`src/rtl/bin_to_bcd_seq.sv`:
```
// Sequential double-dabble binary-to-BCD converter with a valid/ready input and a one-cycle result strobe.
// Optional macro BIN_TO_BCD_BLANK_EN replaces leading zero digits with 4'hF.
module bin_to_bcd_seq #(
    parameter int unsigned BIN_W  = 7,
    parameter int unsigned DIGITS = 2
) (
    input  logic                  clk_i,
    input  logic                  rst_ni,
    input  logic [BIN_W-1:0]      bin_i,
    input  logic                  valid_i,
    output logic                  ready_o,
    output logic [4*DIGITS-1:0]   bcd_o,
    output logic                  ovf_o,
    output logic                  valid_o
);

    localparam int unsigned MIN_DIGITS = (BIN_W + 2) / 3;
    localparam int unsigned INT_DIGITS = (DIGITS > MIN_DIGITS) ? DIGITS : MIN_DIGITS;
    localparam int unsigned INT_W      = 4 * INT_DIGITS;
    localparam int unsigned OUT_W      = 4 * DIGITS;
    localparam int unsigned CNT_W      = (BIN_W > 2) ? $clog2(BIN_W) : 1;

    typedef enum logic [1:0] {
        S_IDLE,
        S_CONV,
        S_DONE
    } state_e;

    state_e             state_q, state_d;
    logic [BIN_W-1:0]   bin_q, bin_d;
    logic [INT_W-1:0]   bcd_q, bcd_d;
    logic [CNT_W-1:0]   cnt_q, cnt_d;
    logic [OUT_W-1:0]   out_q, out_d;
    logic               ovf_q, ovf_d;
    logic               valid_q, valid_d;

    logic [INT_W-1:0]   bcd_adj;
    logic [OUT_W-1:0]   blank_c;
    logic               ovf_c;

    always_ff @(posedge clk_i) begin
        if (!rst_ni) begin
            state_q <= S_IDLE;
        end else begin
            state_q <= state_d;
        end
    end

    always_comb begin
        state_d = state_q;
        case (state_q)
            S_IDLE: if (valid_i) state_d = S_CONV;
            S_CONV: if (cnt_q == CNT_W'(BIN_W - 1)) state_d = S_DONE;
            S_DONE: state_d = S_IDLE;
            default: state_d = S_IDLE;
        endcase
    end

    always_comb begin
        ready_o = (state_q == S_IDLE);
    end

    // Every digit is corrected from the pre-shift value before the whole register shifts.
    always_comb begin
        bcd_adj = bcd_q;
        for (int unsigned i = 0; i < INT_DIGITS; i++) begin
            if (bcd_q[4*i +: 4] >= 4'd5) begin
                bcd_adj[4*i +: 4] = bcd_q[4*i +: 4] + 4'd3;
            end
        end
    end

    always_comb begin
        ovf_c = 1'b0;
        for (int unsigned i = DIGITS; i < INT_DIGITS; i++) begin
            ovf_c = ovf_c | (|bcd_q[4*i +: 4]);
        end
    end

    always_comb begin
        blank_c = bcd_q[OUT_W-1:0];
`ifdef BIN_TO_BCD_BLANK_EN
        begin
            logic lead;
            lead = 1'b1;
            for (int unsigned i = DIGITS - 1; i >= 1; i--) begin
                if (lead && (bcd_q[4*i +: 4] == 4'h0)) begin
                    blank_c[4*i +: 4] = 4'hF;
                end else begin
                    lead = 1'b0;
                end
            end
        end
`endif
    end

    always_comb begin
        bin_d   = bin_q;
        bcd_d   = bcd_q;
        cnt_d   = cnt_q;
        out_d   = out_q;
        ovf_d   = ovf_q;
        valid_d = 1'b0;
        case (state_q)
            S_IDLE: begin
                if (valid_i) begin
                    bin_d = bin_i;
                    bcd_d = '0;
                    cnt_d = '0;
                end
            end
            S_CONV: begin
                bcd_d = (bcd_adj << 1) | INT_W'(bin_q[BIN_W-1]);
                bin_d = bin_q << 1;
                cnt_d = cnt_q + 1'b1;
            end
            S_DONE: begin
                valid_d = 1'b1;
                ovf_d   = ovf_c;
                out_d   = ovf_c ? {DIGITS{4'h9}} : blank_c;
            end
            default: ;
        endcase
    end

    always_ff @(posedge clk_i) begin
        if (!rst_ni) begin
            bin_q   <= '0;
            bcd_q   <= '0;
            cnt_q   <= '0;
            out_q   <= '0;
            ovf_q   <= 1'b0;
            valid_q <= 1'b0;
        end else begin
            bin_q   <= bin_d;
            bcd_q   <= bcd_d;
            cnt_q   <= cnt_d;
            out_q   <= out_d;
            ovf_q   <= ovf_d;
            valid_q <= valid_d;
        end
    end

    assign bcd_o   = out_q;
    assign ovf_o   = ovf_q;
    assign valid_o = valid_q;

endmodule
```
`config.mk`:
```
export PLATFORM = sky130hd
export DESIGN_NAME = bin_to_bcd_seq
export DESIGN_NICKNAME = d
export VERILOG_FILES = /design/src/rtl/bin_to_bcd_seq.sv
export SDC_FILE = /design/constraint.sdc
export NUM_CORES = 1
export LEC_CHECK = 0
export ABC_CLOCK_PERIOD_IN_PS = 3210
export BUFFER_PORTS_ARGS = -buffer_cell sky130_fd_sc_hd__buf_2
export CAP_MARGIN = 15
export CORE_MARGIN = 1
export CORE_UTILIZATION = 30
export CTS_BUF_LIST = sky130_fd_sc_hd__clkbuf_2 sky130_fd_sc_hd__clkbuf_4 sky130_fd_sc_hd__clkbuf_8
export DETAILED_ROUTE_END_ITERATION = 16
export GPL_TIMING_DRIVEN = 0
export PLACE_DENSITY = 0.51
export SLEW_MARGIN = 10
export SYNTH_ARGS = -nofsm -noshare
export SYNTH_HDL_FRONTEND = slang
export SYNTH_SLANG_ARGS = --single-unit
export TNS_END_PERCENT = 20
```
`constraint.sdc`:
```
create_clock -name clk_i -period 3.21 [get_ports clk_i]
set_input_delay 0.4815 -clock clk_i [delete_from_list [all_inputs] [get_ports clk_i]]
set_output_delay 0.4815 -clock clk_i [all_outputs]
set_load 0.02 [all_outputs]
```
==> results.cfg, run 1 <==
[finish]
antennaDiodeCount = 0
final_nets = 217
finish.utilization_pct = 37.9
seq_area_sq_um = 681
most-common-layout-cells = 34 x dfxtp_1, 27 x nand2_1, 22 x buf_2
syn_to_final_growth_pct = 17.9
multi_input_area_sq_um = 796
fillerInstances = 519
drive_gt1_share_pct = 22.1
final_common_cell = dfxtp_1

[worst_setup_path]
worst-path-buf-inv = 1
critPathCaptureType = flop
startpoint_type = flop
cp_slowest_stage_delay_ns = 0.42
critPathSlowestCell = nor3b_1
setup.worst_path.class = reg2reg
worstPathArrival_ns = 1.82
crit_chain = inv_1 -> ha_1 -> nor3b_1 -> nand2_1 -> o221a_2
crit_family = simple AND/OR/NAND/NOR gates
required_ns = 3.39
cp_max_fo = 4

[grt]
track_usage_pct = 13.8
gr-total-overflow = 0
grt_antenna_before_repair = 0
grt_pass1_vias = 1168
grt_max_degree = 12
grt_pass1_wl_um = 5550

[timing]
slew_viol_final = 0
rsz0062_at_grt = false
setup_viol_count_final = 0
slew_headroom_pct = 65.5
hold_viol = 0
setup_tns_ns = 0
worst_pin_slew_ns = 0.511
min_period_ns = 1.64
fin_crit_sh_pct = 51.0
fmax_mhz = 610
skew_ns = 0.0103

[logic_synthesis]
syn_area_sq_um = 1560
yosys_warnings = 0
yosysTopAreaCell = dfxtp_1
ys_types = 36
yosys-top-cells-area = dfxtp_1 44%, ha_1 7.2%, nand2_1 6.5%
synth_top_area_share_pct = 43.7
synthArstFlopShare_pct = 0
ys_seq_area_share_pct = 43.7
synth-seq-cells = 34
synth_ff_type = dfxtp_1
synth_fp_nets = 190
netlist_instances = 171
synth-edff-count = 0
avgSynthCellArea_sq_um = 9.11

[place]
place_hpwl_um = 2360
numPortBuffers = 20
finalWeightedCongestion = 0.755

[route]
viasPerCell = 4.72
drtPass1Iterations = 4
postRouteWirelength_um = 3260
drc = 0
via_count = 1256
first_iter_violations = 84
ant_nets = 0
avgRoutedWirePerCell_um = 12.2

[cts]
postCtsResizedCells = 0
cts-root-buf = clkbuf_8
path_clk_slew_ns = 0.08
clk_latency_ns = 0.29
clock_tree.buffer_depth = 2
cts_made_buffers = 5
cts_setup_buffers = 0
ctsHoldBuffers = 0
cts_tree = done
htreeDepth = 2
cts.sinks = 34

[min_path]
hold_path_class = reg2reg

[die]
start_util_pct = 32.1
num_rows = 25
die_h_um = 74.1
dieArea_sq_um = 5480
die_w_um = 74.1
core_sq_um = 4850
io_pins = 21

[power]
ir_drop_mv = 0.324
leakage_uw = 0.000767
power_density_nw_per_um2 = 449

[flow_run]
max_cap_viol_count = 0

[status]
run_status = complete, no violations
where the power goes:
group	internal, uW	switching, uW	leakage [uW]	total, uW
logic	22.3	31.0	0.000444	53.3
clock network	172	162	0.0000472	335
registers	430	6.29	0.000276	436
metal layers:
metal,global-route usage [%],wire length [um],vias up
met5,0,0,-
met4,5.77,53,0
met3,4.07,154,8
met2,20.8,1410,28
met1,18.4,1640,571
li1,-,-,649
synthesized netlist by cell type (3+ instances only):
master / number
nor2b_1: 4
dfxtp_1: 34
ha_1: 9
mux2i_1: 3
xnor2_1: 3
a21oi_1: 14
nor3b_1: 3
and3_1: 4
o221a_2: 5
nor2_1: 6
nand2_1: 27
inv_1: 9
nand2b_1: 4
o21ai_0: 15
worst reg2reg max path: stages, from the launching register on:
cell and delay (ns):
dfxtp_1 0.34, inv_1 0.12, ha_1 0.16, nor3b_1 0.42, nand2_1 0.21, o221a_2 0.28
cell type report:
cell class	instances	area share (%)
repair buffers	20	5.45
well taps	67	4.56
plain buffers	6	2.59
inverters	9	1.84
multi-input cells	122	43.3
clock buffers	6	4.50
flip-flops and latches	34	37.1
clock inverters	2	0.681
registers in the layout (all words and copies together) (netlist names):
register  cells
cnt_q         3
valid_o       1
ovf_o         1
bcd_q        12
bcd_o         8
bin_q         7
state_q       2
per-stage QoR:
step                      hold WS, ns  instance area, sq um  setup slack, ns  cells  power (uW)
after floorplan                 0.424                  1560             1.81    171         480
after global placement          0.435                  1740             1.60    258         500
after detailed placement        0.445                  1740             1.60    258         500
after CTS                       0.455                  1840             1.59    266         831
after global routing            0.472                  1840             1.42    266         862
final                           0.452                  1840             1.57    266         824
cell families (layout without fill, tap and decap cells):
logic type,Yosys count,in the layout,synth area share (%)
muxes,4,4,2.65
xor gates and xnor gates,5,5,2.81
buffers and inverters,15,43,5.22
DFF,34,34,43.7
AOI/OAI and AO/OA,48,48,21.0
adders and majority gates,9,9,7.23
and+or+nand+nor,56,56,17.4
path summary, 6_finish.rpt:
kind / start / endpoint / depth (start not counted) / slack, ns
max: bcd_q[8]$_SDFFE_PN0P_ / bcd_o[3]$_SDFFE_PN0P_ / 5 / 1.57
min: bcd_o[6]$_SDFFE_PN0P_ / bcd_o[6]$_SDFFE_PN0P_ / 2 / 0.45
max reg2reg: bcd_q[8]$_SDFFE_PN0P_ / bcd_o[3]$_SDFFE_PN0P_ / 5 / 1.57
min reg2reg: bcd_o[6]$_SDFFE_PN0P_ / bcd_o[6]$_SDFFE_PN0P_ / 2 / 0.45
Note: power is estimated with default switching activity, not from simulation.
==> run 2: changes to the inputs <==
--- a/config.mk
+++ b/config.mk
@@ -5,7 +5,7 @@
 export SDC_FILE = /design/constraint.sdc
 export NUM_CORES = 1
 export LEC_CHECK = 0
-export ABC_CLOCK_PERIOD_IN_PS = 3210
+export ABC_CLOCK_PERIOD_IN_PS = 1300
 export BUFFER_PORTS_ARGS = -buffer_cell sky130_fd_sc_hd__buf_2
 export CAP_MARGIN = 15
 export CORE_MARGIN = 1
@@ -13,7 +13,7 @@
 export CTS_BUF_LIST = sky130_fd_sc_hd__clkbuf_2 sky130_fd_sc_hd__clkbuf_4 sky130_fd_sc_hd__clkbuf_8
 export DETAILED_ROUTE_END_ITERATION = 16
 export GPL_TIMING_DRIVEN = 0
-export PLACE_DENSITY = 0.51
+export PLACE_DENSITY = 0.53
 export SLEW_MARGIN = 10
 export SYNTH_ARGS = -nofsm -noshare
 export SYNTH_HDL_FRONTEND = slang
==> constraint.sdc (replaced) <==
create_clock -name clk_i -period 1.3 [get_ports clk_i]
set_input_delay 0.195 -clock clk_i [delete_from_list [all_inputs] [get_ports clk_i]]
set_output_delay 0.195 -clock clk_i [all_outputs]
set_load 0.02 [all_outputs]
==> run 2 against run 1 <==
Effect of this change:
- routed wire length up 13%
- final area grew 17%
- the run now ends with setup timing left
- highest routed layer unchanged
- critical path type unchanged
- flip-flop and latch count is the same
==> results.cfg, run 2 (synthesized netlist as in run 1, its figures left out) <==
[status]
run_status = finished, violations left
violations = setup timing

[die]
core_sq_um = 4850
dieArea_sq_um = 5480
die_h_um = 74.1
io_pins = 21
num_rows = 25
die_w_um = 74.1
start_util_pct = 32.1

[cts]
clk_latency_ns = 0.28
clock_tree.buffer_depth = 2
cts.sinks = 34
path_clk_slew_ns = 0.07
cts_made_buffers = 5
cts-root-buf = clkbuf_8
ctsHoldBuffers = 0
htreeDepth = 2
cts_tree = done

[route]
drc = 0
postRouteWirelength_um = 3690
viasPerCell = 4.73
ant_nets = 0
first_iter_violations = 83
via_count = 1316
avgRoutedWirePerCell_um = 13.3
drtPass1Iterations = 4

[worst_setup_path]
required_ns = 1.48
startpoint_type = flop
worstPathArrival_ns = 1.48
critPathLaunch = bcd_q[1]$_SDFFE_PN0P_
critPathCaptureType = flop
r2r_slack_ns = -0.002
r2r_end = bcd_q[2]$_SDFFE_PN0P_
cp_max_fo = 4
reg2reg_depth = 6
r2r_start = bcd_q[1]$_SDFFE_PN0P_
setup.worst_path.class = reg2reg

[finish]
syn_to_final_growth_pct = 37.5
regMostFlops = bcd_q
largest_reg_flops = 12
finish.utilization_pct = 44.2
antennaDiodeCount = 0
fillerInstances = 476
most-common-layout-cells = 27 x dfxtp_1, 26 x nand2_1, 20 x buf_2
final_common_cell = dfxtp_1
final_nets = 229
drive_gt1_share_pct = 42.2

[timing]
slew_viol_final = 0
worst_pin_slew_ns = 0.530
fmax_mhz = 768
setup_tns_ns = -0.00320
setup_slack_ns = -0.00223
fin_crit_sh_pct = 100
min_period_ns = 1.30
rsz0062_at_grt = true
setup_viol_count_final = 2
hold_viol = 0
skew_ns = 0.00639
slew_headroom_pct = 64.7

[grt]
grt_antenna_before_repair = 0
grt_max_degree = 11
grt_pass1_wl_um = 5840
track_usage_pct = 14.3
gr-total-overflow = 0
grt_pass1_vias = 1231

[power]
ir_drop_mv = 0.544
power_density_nw_per_um2 = 1050
p_switching_uw = 499
internal_power_uw = 1750
leakage_uw = 0.000876
p_seq_share_pct = 47.9
clkPwrFrac_pct = 44.8
p_comb_share_pct = 7.3
p_sw_share_pct = 22.2

[place]
finalWeightedCongestion = 0.728
numPortBuffers = 20
place_hpwl_um = 2320

[min_path]
min_path_cells = 3
holdCritStartpoint = bin_i[0]
hold_path_class = in2reg
hold-path-endpoint = bin_q[0]$_SDFFE_PN0P_

[flow_run]
max_cap_viol_count = 0
-- run 2: cell types whose count changed in the layout (fill, tap and decap cells not counted), sizes merged --
cell | before | now
buf | 25 | 37
bufinv | 0 | 1
clkbuf | 7 | 8
clkinv | 1 | 0
clkinvlp | 1 | 0
-- run 2: final cells by class --
class	instances	area (sq um)	area share, %
Sequential cell	34	692	32.3
Clock buffer	7	83.8	3.91
Buffer	6	53.8	2.51
Clock inverter	1	30.0	1.40
Timing Repair Buffer	32	200	9.35
Inverter	9	41.3	1.93
Multi-Input combinational cell	122	957	44.7
Tap cell	67	83.8	3.91
-- run 2: repair_timing --
item,CTS,global route
endpoints found under the setup margin,23,26
buffers inserted,6,6
gates resized for setup,24,30
pin swaps,8,10
-- run 2: metrics by stage --
step	total power (uW)	cells	area (sq um)	setup WS (ns)	hold WS [ns]
finish	2250	278	2140	-0.00223	0.201
global route	2320	278	2140	-0.0547	0.222
CTS	2240	272	1950	-0.0143	0.192
detailed placement	1240	258	1750	-0.325	0.444
global placement	1240	258	1750	-0.304	0.434
floorplan	1180	171	1570	-0.0218	0.349
-- run 2: how the worst max path moves through the flow --
| stage | slack [ns] | end | cells after the start |
|---|---|---|---|
| CTS | -0.01 | bcd_q[1]$_SDFFE_PN0P_ | 7 |
| detailed placement | -0.33 | bcd_o[6]$_SDFFE_PN0P_ | 4 |
| global route | -0.05 | bcd_o[0]$_SDFFE_PN0P_ | 5 |
| finish | -0.002 | bcd_q[2]$_SDFFE_PN0P_ | 6 |
| floorplan | -0.02 | bcd_q[2]$_SDFFE_PN0P_ | 6 |
| global placement | -0.30 | bcd_o[0]$_SDFFE_PN0P_ | 5 |
-- run 2: power groups by stage --
stage	clock network (uW)	registers [uW]	logic (uW)
2_1_floorplan	0	1100	86.8
3_3_place_gp	0	1100	135
3_5_place_dp	0	1100	135
4_1_cts	1020	1080	141
5_1_grt	1060	1080	182
6_report	1010	1080	164
-- run 2: metal layers --
layer  vias to the layer above  share of wire [%]  track usage (%)
met5                         -                  0                0
met4                         0                1.0             4.91
met3                         5                2.7             3.93
met2                        18                 45             22.2
met1                       622                 51             19.1
li1                        671                  -                -
-- run 2: worst max-delay path, cell delays in order (launching register included) --
cell      delay (ns)
dfxtp_2         0.38
inv_4           0.06
ha_4            0.15
nand2b_4        0.14
a21oi_4         0.17
mux2i_1         0.09
a22o_2          0.22
